## config.mk

```make
export PLATFORM = sky130hd
export DESIGN_NAME = axis_input_arbiter
export DESIGN_NICKNAME = d
export VERILOG_FILES = /design/src/rtl/axis_input_arbiter.sv
export SDC_FILE = /design/constraint.sdc
export NUM_CORES = 1
export LEC_CHECK = 0
export BUFFER_PORTS_ARGS = -buffer_cell sky130_fd_sc_hd__clkbuf_2
export CELL_PAD_IN_SITES_DETAIL_PLACEMENT = 2
export CELL_PAD_IN_SITES_GLOBAL_PLACEMENT = 2
export CORE_AREA = 4 4 381 383
export CTS_BUF_LIST = sky130_fd_sc_hd__clkbuf_16
export DETAILED_ROUTE_END_ITERATION = 16
export DIE_AREA = 0 0 385 387
export PLACE_DENSITY = 0.33
export SYNTH_ARGS = -nofsm -noshare
export SYNTH_HDL_FRONTEND = slang
export SYNTH_SLANG_ARGS = --single-unit
export TNS_END_PERCENT = 50
```

## constraint.sdc

```tcl
create_clock -name ACLK -period 1.2 [get_ports ACLK]
set_input_delay 0.06 -clock ACLK [delete_from_list [all_inputs] [get_ports ACLK]]
set_output_delay 0.06 -clock ACLK [all_outputs]
set_load 0.1 [all_outputs]
```

## src/rtl/axis_input_arbiter.sv

```systemverilog
// Two-port AXI-Stream packet arbiter: a grant is held for a whole packet, round-robin or port-0 priority.
// Define AXIS_ARB_STATS_EN to add per-port accepted-packet counters (STAT0_PKTS / STAT1_PKTS).
module axis_input_arbiter #(
  parameter int FIXED_PRI = 0
) (
  input  logic         ACLK,
  input  logic         ARESET,
  input  logic [255:0] S0_AXIS_DAT_TDATA,
  input  logic         S0_AXIS_DAT_TVALID,
  input  logic [31:0]  S0_AXIS_DAT_TSTRB,
  input  logic         S0_AXIS_DAT_TLAST,
  output logic         S0_AXIS_DAT_TREADY,
  input  logic [15:0]  S0_AXIS_LEN_TDATA,
  input  logic [7:0]   S0_AXIS_SPT_TDATA,
  input  logic [7:0]   S0_AXIS_DPT_TDATA,
  input  logic         S0_AXIS_ERR_TDATA,
  input  logic [255:0] S1_AXIS_DAT_TDATA,
  input  logic         S1_AXIS_DAT_TVALID,
  input  logic [31:0]  S1_AXIS_DAT_TSTRB,
  input  logic         S1_AXIS_DAT_TLAST,
  output logic         S1_AXIS_DAT_TREADY,
  input  logic [15:0]  S1_AXIS_LEN_TDATA,
  input  logic [7:0]   S1_AXIS_SPT_TDATA,
  input  logic [7:0]   S1_AXIS_DPT_TDATA,
  input  logic         S1_AXIS_ERR_TDATA,
  output logic [255:0] M_AXIS_DAT_TDATA,
  output logic         M_AXIS_DAT_TVALID,
  output logic [31:0]  M_AXIS_DAT_TSTRB,
  output logic         M_AXIS_DAT_TLAST,
  input  logic         M_AXIS_DAT_TREADY,
  output logic [15:0]  M_AXIS_LEN_TDATA,
  output logic [7:0]   M_AXIS_SPT_TDATA,
  output logic [7:0]   M_AXIS_DPT_TDATA,
  output logic         M_AXIS_ERR_TDATA
`ifdef AXIS_ARB_STATS_EN
  ,
  output logic [31:0]  STAT0_PKTS,
  output logic [31:0]  STAT1_PKTS
`endif
);

  localparam logic [1:0] IDLE   = 2'd0;
  localparam logic [1:0] GRANT0 = 2'd1;
  localparam logic [1:0] GRANT1 = 2'd2;

  logic [1:0] state;
  logic [1:0] state_nxt;
  logic       rr_ptr;
  logic       sel0;
  logic       sel1;
  logic       last0;
  logic       last1;

  assign sel0 = (state == GRANT0);
  assign sel1 = (state == GRANT1);

  assign S0_AXIS_DAT_TREADY = sel0 & M_AXIS_DAT_TREADY;
  assign S1_AXIS_DAT_TREADY = sel1 & M_AXIS_DAT_TREADY;

  // An accepted TLAST beat closes the packet and releases the grant.
  assign last0 = S0_AXIS_DAT_TVALID & S0_AXIS_DAT_TREADY & S0_AXIS_DAT_TLAST;
  assign last1 = S1_AXIS_DAT_TVALID & S1_AXIS_DAT_TREADY & S1_AXIS_DAT_TLAST;

  always_comb begin
    M_AXIS_DAT_TDATA  = '0;
    M_AXIS_DAT_TVALID = 1'b0;
    M_AXIS_DAT_TSTRB  = '0;
    M_AXIS_DAT_TLAST  = 1'b0;
    M_AXIS_LEN_TDATA  = '0;
    M_AXIS_SPT_TDATA  = '0;
    M_AXIS_DPT_TDATA  = '0;
    M_AXIS_ERR_TDATA  = 1'b0;
    if (sel0) begin
      M_AXIS_DAT_TDATA  = S0_AXIS_DAT_TDATA;
      M_AXIS_DAT_TVALID = S0_AXIS_DAT_TVALID;
      M_AXIS_DAT_TSTRB  = S0_AXIS_DAT_TSTRB;
      M_AXIS_DAT_TLAST  = S0_AXIS_DAT_TLAST;
      M_AXIS_LEN_TDATA  = S0_AXIS_LEN_TDATA;
      M_AXIS_SPT_TDATA  = S0_AXIS_SPT_TDATA;
      M_AXIS_DPT_TDATA  = S0_AXIS_DPT_TDATA;
      M_AXIS_ERR_TDATA  = S0_AXIS_ERR_TDATA;
    end else if (sel1) begin
      M_AXIS_DAT_TDATA  = S1_AXIS_DAT_TDATA;
      M_AXIS_DAT_TVALID = S1_AXIS_DAT_TVALID;
      M_AXIS_DAT_TSTRB  = S1_AXIS_DAT_TSTRB;
      M_AXIS_DAT_TLAST  = S1_AXIS_DAT_TLAST;
      M_AXIS_LEN_TDATA  = S1_AXIS_LEN_TDATA;
      M_AXIS_SPT_TDATA  = S1_AXIS_SPT_TDATA;
      M_AXIS_DPT_TDATA  = S1_AXIS_DPT_TDATA;
      M_AXIS_ERR_TDATA  = S1_AXIS_ERR_TDATA;
    end
  end

  // rr_ptr names the port that wins a tie; it is ignored under fixed priority.
  always_comb begin
    state_nxt = state;
    case (state)
      IDLE: begin
        if (S0_AXIS_DAT_TVALID && S1_AXIS_DAT_TVALID)
          state_nxt = ((FIXED_PRI != 0) || !rr_ptr) ? GRANT0 : GRANT1;
        else if (S0_AXIS_DAT_TVALID)
          state_nxt = GRANT0;
        else if (S1_AXIS_DAT_TVALID)
          state_nxt = GRANT1;
      end
      GRANT0:  if (last0) state_nxt = IDLE;
      GRANT1:  if (last1) state_nxt = IDLE;
      default: state_nxt = IDLE;
    endcase
  end

  always_ff @(posedge ACLK) begin
    if (ARESET) begin
      state  <= IDLE;
      rr_ptr <= 1'b0;
    end else begin
      state <= state_nxt;
      if (last0)
        rr_ptr <= 1'b1;
      else if (last1)
        rr_ptr <= 1'b0;
    end
  end

`ifdef AXIS_ARB_STATS_EN
  logic [31:0] pkt_cnt0;
  logic [31:0] pkt_cnt1;

  always_ff @(posedge ACLK) begin
    if (ARESET) begin
      pkt_cnt0 <= '0;
      pkt_cnt1 <= '0;
    end else begin
      if (last0) pkt_cnt0 <= pkt_cnt0 + 32'd1;
      if (last1) pkt_cnt1 <= pkt_cnt1 + 32'd1;
    end
  end

  assign STAT0_PKTS = pkt_cnt0;
  assign STAT1_PKTS = pkt_cnt1;
`endif

endmodule

```

Word-level counts from Yosys, hierarchy flattened
Cells that the tools add are included.
Storage, ports and cells
  latch bits: 0
  memories kept: 0
  ROM bits: 0
  bits in writable memories: 0
  logic and storage cells: 42
  bits in registers: 3
  output and inout port bits: 325
Cells by class
  divide/modulo/power cells: 0
  multiply operators: 0
  magnitude comparators: 0
  reductions and logical operators: 4
  shift-type cells: 0
  bitwise gates (word level): 6
  mux-type cells: 25
  add/sub/neg operators: 0
  eq/ne operators: 5
Operators with widths (count)
  $mux W256: 2
  $mux W32: 2
  $mux W16: 2
  $mux W8: 4
  $mux W2: 6
  $mux W1: 8
  $and A1 B1 Y1: 6
  $pmux W2 S3: 1
  $ne A2 B1 Y1 const B: 2
  $ne A4 B4 Y1 const B: 1
  $reduce_and A3 Y1: 1
  $eq A2 B1 Y1 const B: 1
  $eq A2 B2 Y1 const B: 1
  $logic_not A2 Y1: 1
  $reduce_bool A2 Y1: 1
  $logic_and A1 B1 Y1: 1

Logic depth before layout (Yosys ltp)
Gate-level depths: netlist of the first run.
  word-level depth: 6
  depth in mapped cells: 5

Worst setup path after synthesis of the first run
OpenSTA, ideal clock, no wires.
  kind: register to output
  start point: register state[1]
  end point: output M_AXIS_DAT_TDATA[246]
  setup slack: -0.597 ns
  required time: 1.140 ns
  data arrival time: 1.737 ns
  stages on the path, launching flop included: 6
  cells stage by stage: dfxtp_1 > nor2b_1 > buf_4 > buf_4 > buf_2 > a22o_1
Between the ends
  cells in the longest elaborated chain, start to end: 3
RTL lines
  start, declared: RTL line 46  | logic [1:0] state;
  start signal, assigned: RTL line 117  | state <= state_nxt;
  $eq A2 B2 Y1: RTL line 55  | assign sel1 = (state == GRANT1);
  $mux W256: RTL line 82  | end else if (sel1) begin
  $mux W256 (*): RTL line 73  | if (sel0) begin
  end, declared: RTL line 26  | output logic [255:0] M_AXIS_DAT_TDATA,
Every way passes the cells marked *; elsewhere a longest branch is shown, timed or not.

Final worst setup path of the first run
  start point: register state[0]
  end point: output M_AXIS_DAT_TSTRB[28]
Between the ends
  cells in the longest elaborated chain, start to end: 3
RTL lines
  $eq A2 B2 Y1: RTL line 55
  $mux W32: RTL line 82
  $mux W32 (*): RTL line 73
  end, declared: RTL line 28  | output logic [31:0] M_AXIS_DAT_TSTRB,
Marked as above.

==> flow_summary.toml, run 1 <==
[worst_setup_path]
cp-end-kind = "output port"
crit_path_max_fanout = 8
reg2regPathDepth = 3
required_ns = 1.14
criticalPathCategory = "flop to output port"
start_kind = "flop"
arrival_ns = 1.79

[pwr]
p_sw_frac = 0.6082
p_switching_mw = 12.17
ir_drop_uv = 421.5
p_seq_frac = 0.006
cellPowerDensity_nw_per_um2 = 1071
clkPwrFrac = 0.027
comb_power_share = 0.967
p_int_mw = 7.841
leakage_nw = 8.558

[run_status]
status = "complete, but fails checks"
violations = "setup timing"

[die]
core-area_um2 = 141400
die_area_um2 = 149000
io_pins = 974
die_h_um = 387
start_util = 0.02407
row_count = 138
die_w_um = 385

[timing]
period_minus_slack_ns = 1.847
fmax_mhz = 541.4
worstMarginPinSlew_ns = 0.2735
setup_viol = 325
period_share = 1.539
hold_viol = 0
timing.final.ws_setup_ns = -0.6471
rsz0062_at_grt = "yes"
maxSlewViolCount = 0
slew_headroom = 0.8160
holdWs_ns = 0.02065
fin_skew_ns = 0.0008218

[grt]
grt_pass1_wl_mm = 127.1
grt_use_total = 0.1327
antenna_found_initial = 75
grt_pass1_vias = 10090
grt_max_degree = 38
grt_overflow = 0

[place]
pre_cts_slack_ns = -0.6307
gp_congestion = 0.9058
dp_hpwl_mm = 96.99
io_buffers = 973
place_inst = 3289
place_area_um2 = 16850

[routing]
route.vias.total = 8948
wirelength_mm = 106.3
drt_iter0_drc = 289
drt_pass1_iterations = 4
ant_nets = 0
viasPerCell = 2.675
wire_per_inst_um = 31.78
route.detailed.drc = 0

[finish]
area_growth_pct = 448.7
final_core_utilization = 0.1321
layout.nets = 2083
final_area_um2 = 18680
stdcell_count = 3345
seqCellArea_um2 = 67.56
multi_input_area_um2 = 4607
fill_cells = 16190
drive_above_1_share = 0.9372

[clock_network]
insertion_delay_ns = 0.23
cts_inserted_buffers = 3
path_clk_slew_ns = 0.03
cts_tree = "yes"
htreeDepth = 1
clock_path_buffers = 2
cts-root-buf = "clkbuf_16"
cts_num_sinks = 3

[yosys]
synthXorXnorAreaFrac = 0
ys_seq_elements = 3
syn_avg_cell_area_um2 = 8.204
yosysUniqueCellTypes = 19
ys_seq_area_frac = 0.01764
netlist_instances = 415
yosysWarnings = 0
synth_nets = 1064
syn_area_um2 = 3405
synth_compound_area_frac = 0.8398
synth_fa_ha_area_frac = 0
synth_mux_area_frac = 0
synth_top_family_by_area = "compound AO/OA/AOI/OAI gates"
synth-simple-area-share = 0.01985

[job]
maxCapViolCount = 0

[worst_hold_path]
hp-class = "input pin to flop"
hold_depth = 2
-- cell families (layout without fill, tap and decap cells) --
logic type / Yosys count / after routing
AO/OA/AOI/OAI: 328 / 328
flip-flops: 3 / 3
buffers and inverters: 72 / 1090
other: 0 / 22
AND/OR/NAND/NOR: 12 / 12
-- what timing repair did --
action | in CTS | in global routing
pin swaps | 18 | 5
gates cloned | 7 | 10
hold buffers | 0 | 0
setup endpoints to repair | 325 | 325
buffers inserted | 12 | 3
resized for setup | 115 | 70
-- final timing paths --
| path | start | to | slack [ns] |
|---|---|---|---|
| worst max register to register | state[0] | state[0] | 0.14 |
| worst min register to register | rr_ptr | rr_ptr | 0.57 |
| worst max-delay path | state[0] | M_AXIS_DAT_TSTRB[28] | -0.65 |
| worst min-delay path | ARESET | state[1] | 0.02 |
-- placed cells by master, fill, tap and decap left out, drive strengths merged --
cell and count:
clkbuf 661, buf 427, a22o 323, diode 22, nand2 3, dfxtp 3, nor2b 2, a21oi 2
and2 1, nor2 1, nand3 1, o21ai 1, and4 1, o21bai 1, nor4 1, nand2b 1
nand3b 1, a211oi 1, inv 1, bufbuf 1
-- worst max-delay path, cell delays in order (launching register included) --
cell and delay (ns):
dfxtp_4 0.36, nor2b_4 0.21, buf_12 0.22, buf_16 0.18, buf_6 0.13, a22o_4 0.21
buf_12 0.19
-- through the flow --
step | power, mW | TNS, ns
2_1_floorplan | 10.31 | -114.84
3_3_place_gp | 18.35 | -112.60
3_5_place_dp | 18.39 | -109.30
4_1_cts | 19.72 | -192.60
5_1_grt | 20.61 | -201.38
6_report | 20.01 | -182.74
-- power by group through the flow --
stage               Sequential, mW  Clock, mW  Combinational, mW
floorplan                    0.122          0               10.2
global placement             0.126          0               18.2
detailed placement           0.125          0               18.3
CTS                          0.124      0.547               19.0
global route                 0.125      0.544               19.9
finish                       0.123      0.538               19.4
-- final cells by class --
| cell class | count | share of cell area |
|---|---|---|
| repair buffers | 1086 | 0.6160 |
| multi-input cells | 340 | 0.2466 |
| well taps | 1890 | 0.1266 |
| clock buffers | 3 | 0.004018 |
| flip-flops and latches | 3 | 0.003617 |
| diodes | 22 | 0.002947 |
| clock inverters | 1 | 0.0002009 |
-- synthesized netlist by cell type --
| cell type | number | area [µm²] |
|---|---|---|
| nor2b_1 | 2 | 12.51 |
| nand2_1 | 3 | 11.26 |
| a21oi_1 | 2 | 10.01 |
| a22o_1 | 323 | 2829 |
| dfxtp_1 | 3 | 60.06 |
| o21bai_1 | 1 | 7.510 |
| nand3_1 | 1 | 5.000 |
| nand2b_1 | 1 | 6.260 |
| buf_4 | 16 | 120.1 |
| a211oi_1 | 1 | 7.510 |
| nand3b_1 | 1 | 7.510 |
| nor4_1 | 1 | 6.260 |
| buf_6 | 3 | 33.78 |
| nor2_1 | 1 | 3.750 |
| clkbuf_1 | 1 | 3.750 |
| o21ai_0 | 1 | 5.000 |
| and2_1 | 1 | 6.260 |
| and4_1 | 1 | 8.760 |
| buf_2 | 52 | 260.3 |
-- metal layers --
layer / GRT usage / wire (µm) / vias to the layer above / part of all wire
met1: 0.1630 / 44640 / 4338 / 0.42
met3: 0.03815 / 7752 / 112 / 0.073
met5: 0.002924 / 79 / - / 0.00074
met2: 0.2311 / 52850 / 555 / 0.50
li1: - / - / 3931 / -
met4: 0.02242 / 969 / 12 / 0.0091
-- registers in the layout (all words and copies together), names as in the netlist --
name    flops
state       2
rr_ptr      1
(Power assumes the default switching activity.)
==> run 2: changes to the inputs <==
--- a/config.mk
+++ b/config.mk
@@ -12,6 +12,7 @@
 export CTS_BUF_LIST = sky130_fd_sc_hd__clkbuf_16
 export DETAILED_ROUTE_END_ITERATION = 16
 export DIE_AREA = 0 0 385 387
+export MAX_ROUTING_LAYER = met4
 export PLACE_DENSITY = 0.33
 export SYNTH_ARGS = -nofsm -noshare
 export SYNTH_HDL_FRONTEND = slang
==> run 2 against run 1 <==
Net effect: the run still ends with setup timing left; total power rose by 1.5%; register-to-register slack got worse by 0.06 ns; cell count did not move; non-clock buffer count fell by 2; worst setup slack improved by 0.021 ns; via count rose by 0.15%; critical path depth did not move; clock power barely moved; critical path type unchanged; highest routed layer is now met4.
==> flow_summary.toml, run 2 (synthesis gave the netlist of run 1 again) <==
[run_status]
status = "complete, but fails checks"
violations = "setup timing"

[clock_network]
cts_num_sinks = 3
cts_inserted_buffers = 3
clock_path_buffers = 2
path_clk_slew_ns = 0.03
insertion_delay_ns = 0.23
htreeDepth = 1
cts_tree = "yes"
cts-root-buf = "clkbuf_16"

[timing]
maxSlewViolCount = 0
hold_viol = 0
worstMarginPinSlew_ns = 0.3293
rsz0062_at_grt = "yes"
timing.final.ws_setup_ns = -0.6264
timing.setup.tns_ns = -176.74
period_minus_slack_ns = 1.826
period_share = 1.522
fin_skew_ns = 0.0004912
slew_headroom = 0.7784
setup_viol = 325
fmax_mhz = 547.5

[die]
die_h_um = 387
die_area_um2 = 149000
row_count = 138
io_pins = 974
core-area_um2 = 141400
die_w_um = 385
start_util = 0.02407

[worst_setup_path]
cp-end-kind = "output port"
critPathBufInv = 4
crit_family = "buffers and inverters"
required_ns = 1.14
crit_path_max_fanout = 11
cpMostUsedCell = "buf_12"
path_cells = "nor2b_4 -> buf_6 -> bufbuf_16 -> a22o_1 -> buf_12 -> buf_12"
cpPeakStageDelay_ns = 0.36
arrival_ns = 1.77
start_kind = "flop"
slowest_stage = "dfxtp_4"
criticalPathCategory = "flop to output port"

[finish]
top_regs = "state (2), rr_ptr (1)"
top_register = "state"
final_cell_mix = "648 x clkbuf_2, 352 x buf_12, 239 x a22o_4"
largest_reg_flops = 2
area_growth_pct = 465.8
drive_above_1_share = 0.9518
layout.nets = 2081
final_common_cell = "clkbuf_2"
fill_cells = 16120

[grt]
grt_max_degree = 24
grt_pass1_wl_mm = 129.1
grt_pass1_vias = 10070
grt_overflow = 0
antenna_found_initial = 80
grt_use_total = 0.1388

[routing]
drt_pass1_iterations = 4
route.detailed.drc = 0
route.vias.total = 8961
wirelength_mm = 107.7
ant_nets = 0
wire_per_inst_um = 32.20
drt_iter0_drc = 274
viasPerCell = 2.679

[pwr]
ir_drop_uv = 379.3
cellPowerDensity_nw_per_um2 = 1055
leakage_nw = 8.891
p_total_mw = 20.32

[place]
dp_hpwl_mm = 97.50
gp_congestion = 0.9698
pre_cts_slack_ns = -0.5785
io_buffers = 973

[worst_hold_path]
hp-class = "input pin to flop"

[job]
maxCapViolCount = 0
## run 2: worst reg2reg max path: cells and delay by family (launching register included)
family | cells | cell delay (ns)
flops | 1 | 0.34
buf+inv | 1 | 0.15
simple gates | 2 | 0.50
## run 2: area by class of cell
class                      count  area (µm²)  area share
sequential                     3       67.56    0.003507
clock inverter                 1       3.754   0.0001949
multi-input combinational    340        5076      0.2635
clock buffer                   3       75.07    0.003897
timing repair buffer        1084       11620      0.6030
tap                         1890        2365      0.1228
antenna                       24       60.06    0.003118
## run 2: per-layer routing
metal,GRT usage,up-vias,wire length [µm]
li1,-,3923,-
met1,0.1685,4368,45470
met2,0.2386,550,52990
met3,0.04129,120,8381
met4,0.004333,0,854
met5,-,-,0
## run 2: metrics by stage
step | area, µm² | utilization | cells | hold WS [ns]
2_1_floorplan | 4294 | - | 415 | 0.1253
3_3_place_gp | 16760 | 0.1185 | 3282 | 0.2711
3_5_place_dp | 16760 | 0.1185 | 3282 | 0.2756
4_1_cts | 18110 | 0.1281 | 3314 | 0.03799
5_1_grt | 19230 | 0.1360 | 3331 | 0.05746
6_report | 19260 | 0.1362 | 3345 | 0.04943
## run 2: power by group
part	internal, mW	total (mW)	switching [mW]
sequential	0.111	0.123	0.0124
combinational	7.50	19.7	12.2
clock	0.431	0.538	0.107
## run 2: repair_timing
item,CTS,global route
buffers inserted,21,1
pin swaps,14,88
cloned,10,8
hold buffers,0,0
gates resized for setup,143,135
setup endpoints to repair,325,325
## run 2: worst paths after layout
check | start | to | slack, ns | cells past startpoint
max reg2reg | state[0] | state[0] | 0.08 | 3
max | state[1] | M_AXIS_DAT_TSTRB[19] | -0.63 | 6
min | ARESET | state[1] | 0.05 | 2
min reg2reg | rr_ptr | rr_ptr | 0.53 | 2
==> run 3: changes to the inputs <==
==> config.mk (replaced) <==
export PLATFORM = sky130hd
export DESIGN_NAME = axis_input_arbiter
export DESIGN_NICKNAME = d
export VERILOG_FILES = /design/src/rtl/axis_input_arbiter.sv
export SDC_FILE = /design/constraint.sdc
export NUM_CORES = 1
export LEC_CHECK = 0
export CELL_PAD_IN_SITES_DETAIL_PLACEMENT = 2
export CELL_PAD_IN_SITES_GLOBAL_PLACEMENT = 2
export CORE_AREA = 4 4 377 379
export CTS_BUF_LIST = sky130_fd_sc_hd__clkbuf_16
export DETAILED_ROUTE_END_ITERATION = 16
export DIE_AREA = 0 0 381 383
export DONT_BUFFER_PORTS = 1
export MAX_ROUTING_LAYER = met4
export PLACE_DENSITY = 0.3
export SYNTH_ARGS = -nofsm -noshare
export SYNTH_HDL_FRONTEND = slang
export SYNTH_SLANG_ARGS = --single-unit
export TNS_END_PERCENT = 50
==> run 3 against run 2 <==
Net effect: the flow still finishes with violations (setup timing); sequential share of layout area rose by 0.14 points; global-route usage fell by 2.0 points; combinational power fell by 18%; critical path type unchanged; hold slack got worse by 0.046 ns; critical path depth did not move; via count fell by 30%; die area fell by 2.1%; total power fell by 17%; clock skew rose by 0.0030 ns; sequential cell count did not move; critical endpoint is now M_AXIS_DAT_TDATA[129]; clock power fell by 3.9%; register-to-register slack improved by 0.04 ns.
==> flow_summary.toml, run 3 (synthesis gave the netlist of run 1 again) <==
[run_status]
status = "complete, but fails checks"
violations = "setup timing"

[worst_setup_path]
reg2reg_to = "state[1]"
rrSetupSlack_ns = 0.12
cpPeakStageDelay_ns = 0.34
critPathBufInv = 4
slowest_stage = "dfxtp_4"
worstSetupStartpoint = "state[0]"
required_ns = 1.14
cpMostUsedCell = "buf_12"
start_kind = "flop"
reg2regPathDepth = 4
cp-end-kind = "output port"
crit_family = "buffers and inverters"
cp.depth = 6
arrival_ns = 1.80
worstSetupEndpoint = "M_AXIS_DAT_TDATA[129]"
crit_path_max_fanout = 7
criticalPathCategory = "flop to output port"
reg2reg_from = "state[1]"
path_cells = "nor2b_4 -> buf_12 -> buf_16 -> bufbuf_16 -> a22o_2 -> buf_12"

[timing]
slew_headroom = 0.7951
timing.setup.tns_ns = -184.48
maxSlewViolCount = 0
rsz0062_at_grt = "yes"
period_minus_slack_ns = 1.863
period_share = 1.553
holdWs_ns = 0.003494
fmax_mhz = 536.8
timing.final.ws_setup_ns = -0.6631
hold_viol = 0
fin_skew_ns = 0.003502
setup_viol = 325
worstMarginPinSlew_ns = 0.3093

[pwr]
p_total_mw = 16.77
leakage_nw = 5.120
ir_drop_uv = 453.6
cellPowerDensity_nw_per_um2 = 1230

[finish]
top_register = "state"
layout.nets = 1342
final_common_cell = "buf_12"
seqCellArea_um2 = 67.56
largest_reg_flops = 2
stdcell_count = 2513
drive_above_1_share = 0.8584
multi_input_area_um2 = 4562
area_growth_pct = 300.6
final_cell_mix = "270 x buf_12, 175 x a22o_4, 82 x a22o_1"
top_regs = "state (2), rr_ptr (1)"
fill_cells = 15960

[die]
start_util = 0.02452
die_w_um = 381
row_count = 137
die_h_um = 383
core-area_um2 = 138800
io_pins = 974
die_area_um2 = 145900

[place]
place_inst = 2451
dp_hpwl_mm = 82.38
gp_congestion = 0.8949
pre_cts_slack_ns = -0.6388
io_buffers = 0

[routing]
route.detailed.drc = 0
drt_pass1_iterations = 5
route.vias.total = 6267
ant_nets = 0
viasPerCell = 2.494
wirelength_mm = 92.06
drt_iter0_drc = 408
wire_per_inst_um = 36.63

[grt]
grt_pass1_vias = 6426
grt_max_degree = 31
grt_pass1_wl_mm = 104.7
grt_overflow = 0
antenna_found_initial = 66
grt_use_total = 0.1188

[clock_network]
cts_tree = "yes"
cts-root-buf = "clkbuf_16"
htreeDepth = 1
cts_inserted_buffers = 3
clock_path_buffers = 2
insertion_delay_ns = 0.22
cts_num_sinks = 3
path_clk_slew_ns = 0.03

[worst_hold_path]
hp-class = "input pin to flop"

[job]
maxCapViolCount = 0
run 3: layout make-up:
| type | instances | share of cell area |
|---|---|---|
| Antenna cell | 14 | 0.002569 |
| Clock buffer | 3 | 0.005504 |
| Clock inverter | 1 | 0.0002752 |
| Multi-Input combinational cell | 340 | 0.3345 |
| Sequential cell | 3 | 0.004954 |
| Tap cell | 1807 | 0.1658 |
| Timing Repair Buffer | 345 | 0.4865 |
run 3: worst min path at each step:
stage	start	end	slack, ns	cells past startpoint
after floorplan	ARESET	state[1]	0.13	1
after CTS	S1_AXIS_DAT_TVALID	state[1]	0.002	2
after detailed placement	ARESET	state[1]	0.13	1
after global routing	S1_AXIS_DAT_TVALID	state[1]	0.02	2
final	S1_AXIS_DAT_TVALID	state[1]	0.003	2
after global placement	ARESET	state[1]	0.13	1
run 3: layer usage:
layer	part of all wire	GRT usage	routed length (µm)	vias to the layer above
met5	0	-	0	-
met4	0.0070	0.001700	643	0
met3	0.076	0.02936	7016	58
met2	0.47	0.1927	43400	614
met1	0.45	0.1584	41000	3164
li1	-	-	-	2431
run 3: worst register-to-register path, stage by stage, from the launching register on:
cell and delay [ns]:
dfxtp_4 0.34, buf_4 0.13, buf_4 0.14, nand3b_1 0.15, a211oi_1 0.23
run 3: report_power, final:
group,internal (mW),switching (mW),total [mW]
clock,0.429,0.0877,0.517
combinational,5.55,10.6,16.1
sequential,0.111,0.0111,0.122
total,6.09,10.7,16.8
run 3: per-stage QoR:
step	util	area (µm²)
after floorplan	-	4294
after global placement	0.08421	11690
after detailed placement	0.08421	11690
after CTS	0.09333	12960
after global routing	0.09820	13630
final	0.09823	13640
run 3: repair_timing:
action / CTS / global route
pin swaps: 24 / 33
cloned: 14 / 6
hold buffers: 1 / 0
resized for setup: 93 / 56
hold endpoints to repair: 3 / 0
endpoints found under the setup margin: 325 / 325
setup buffers: 17 / 7
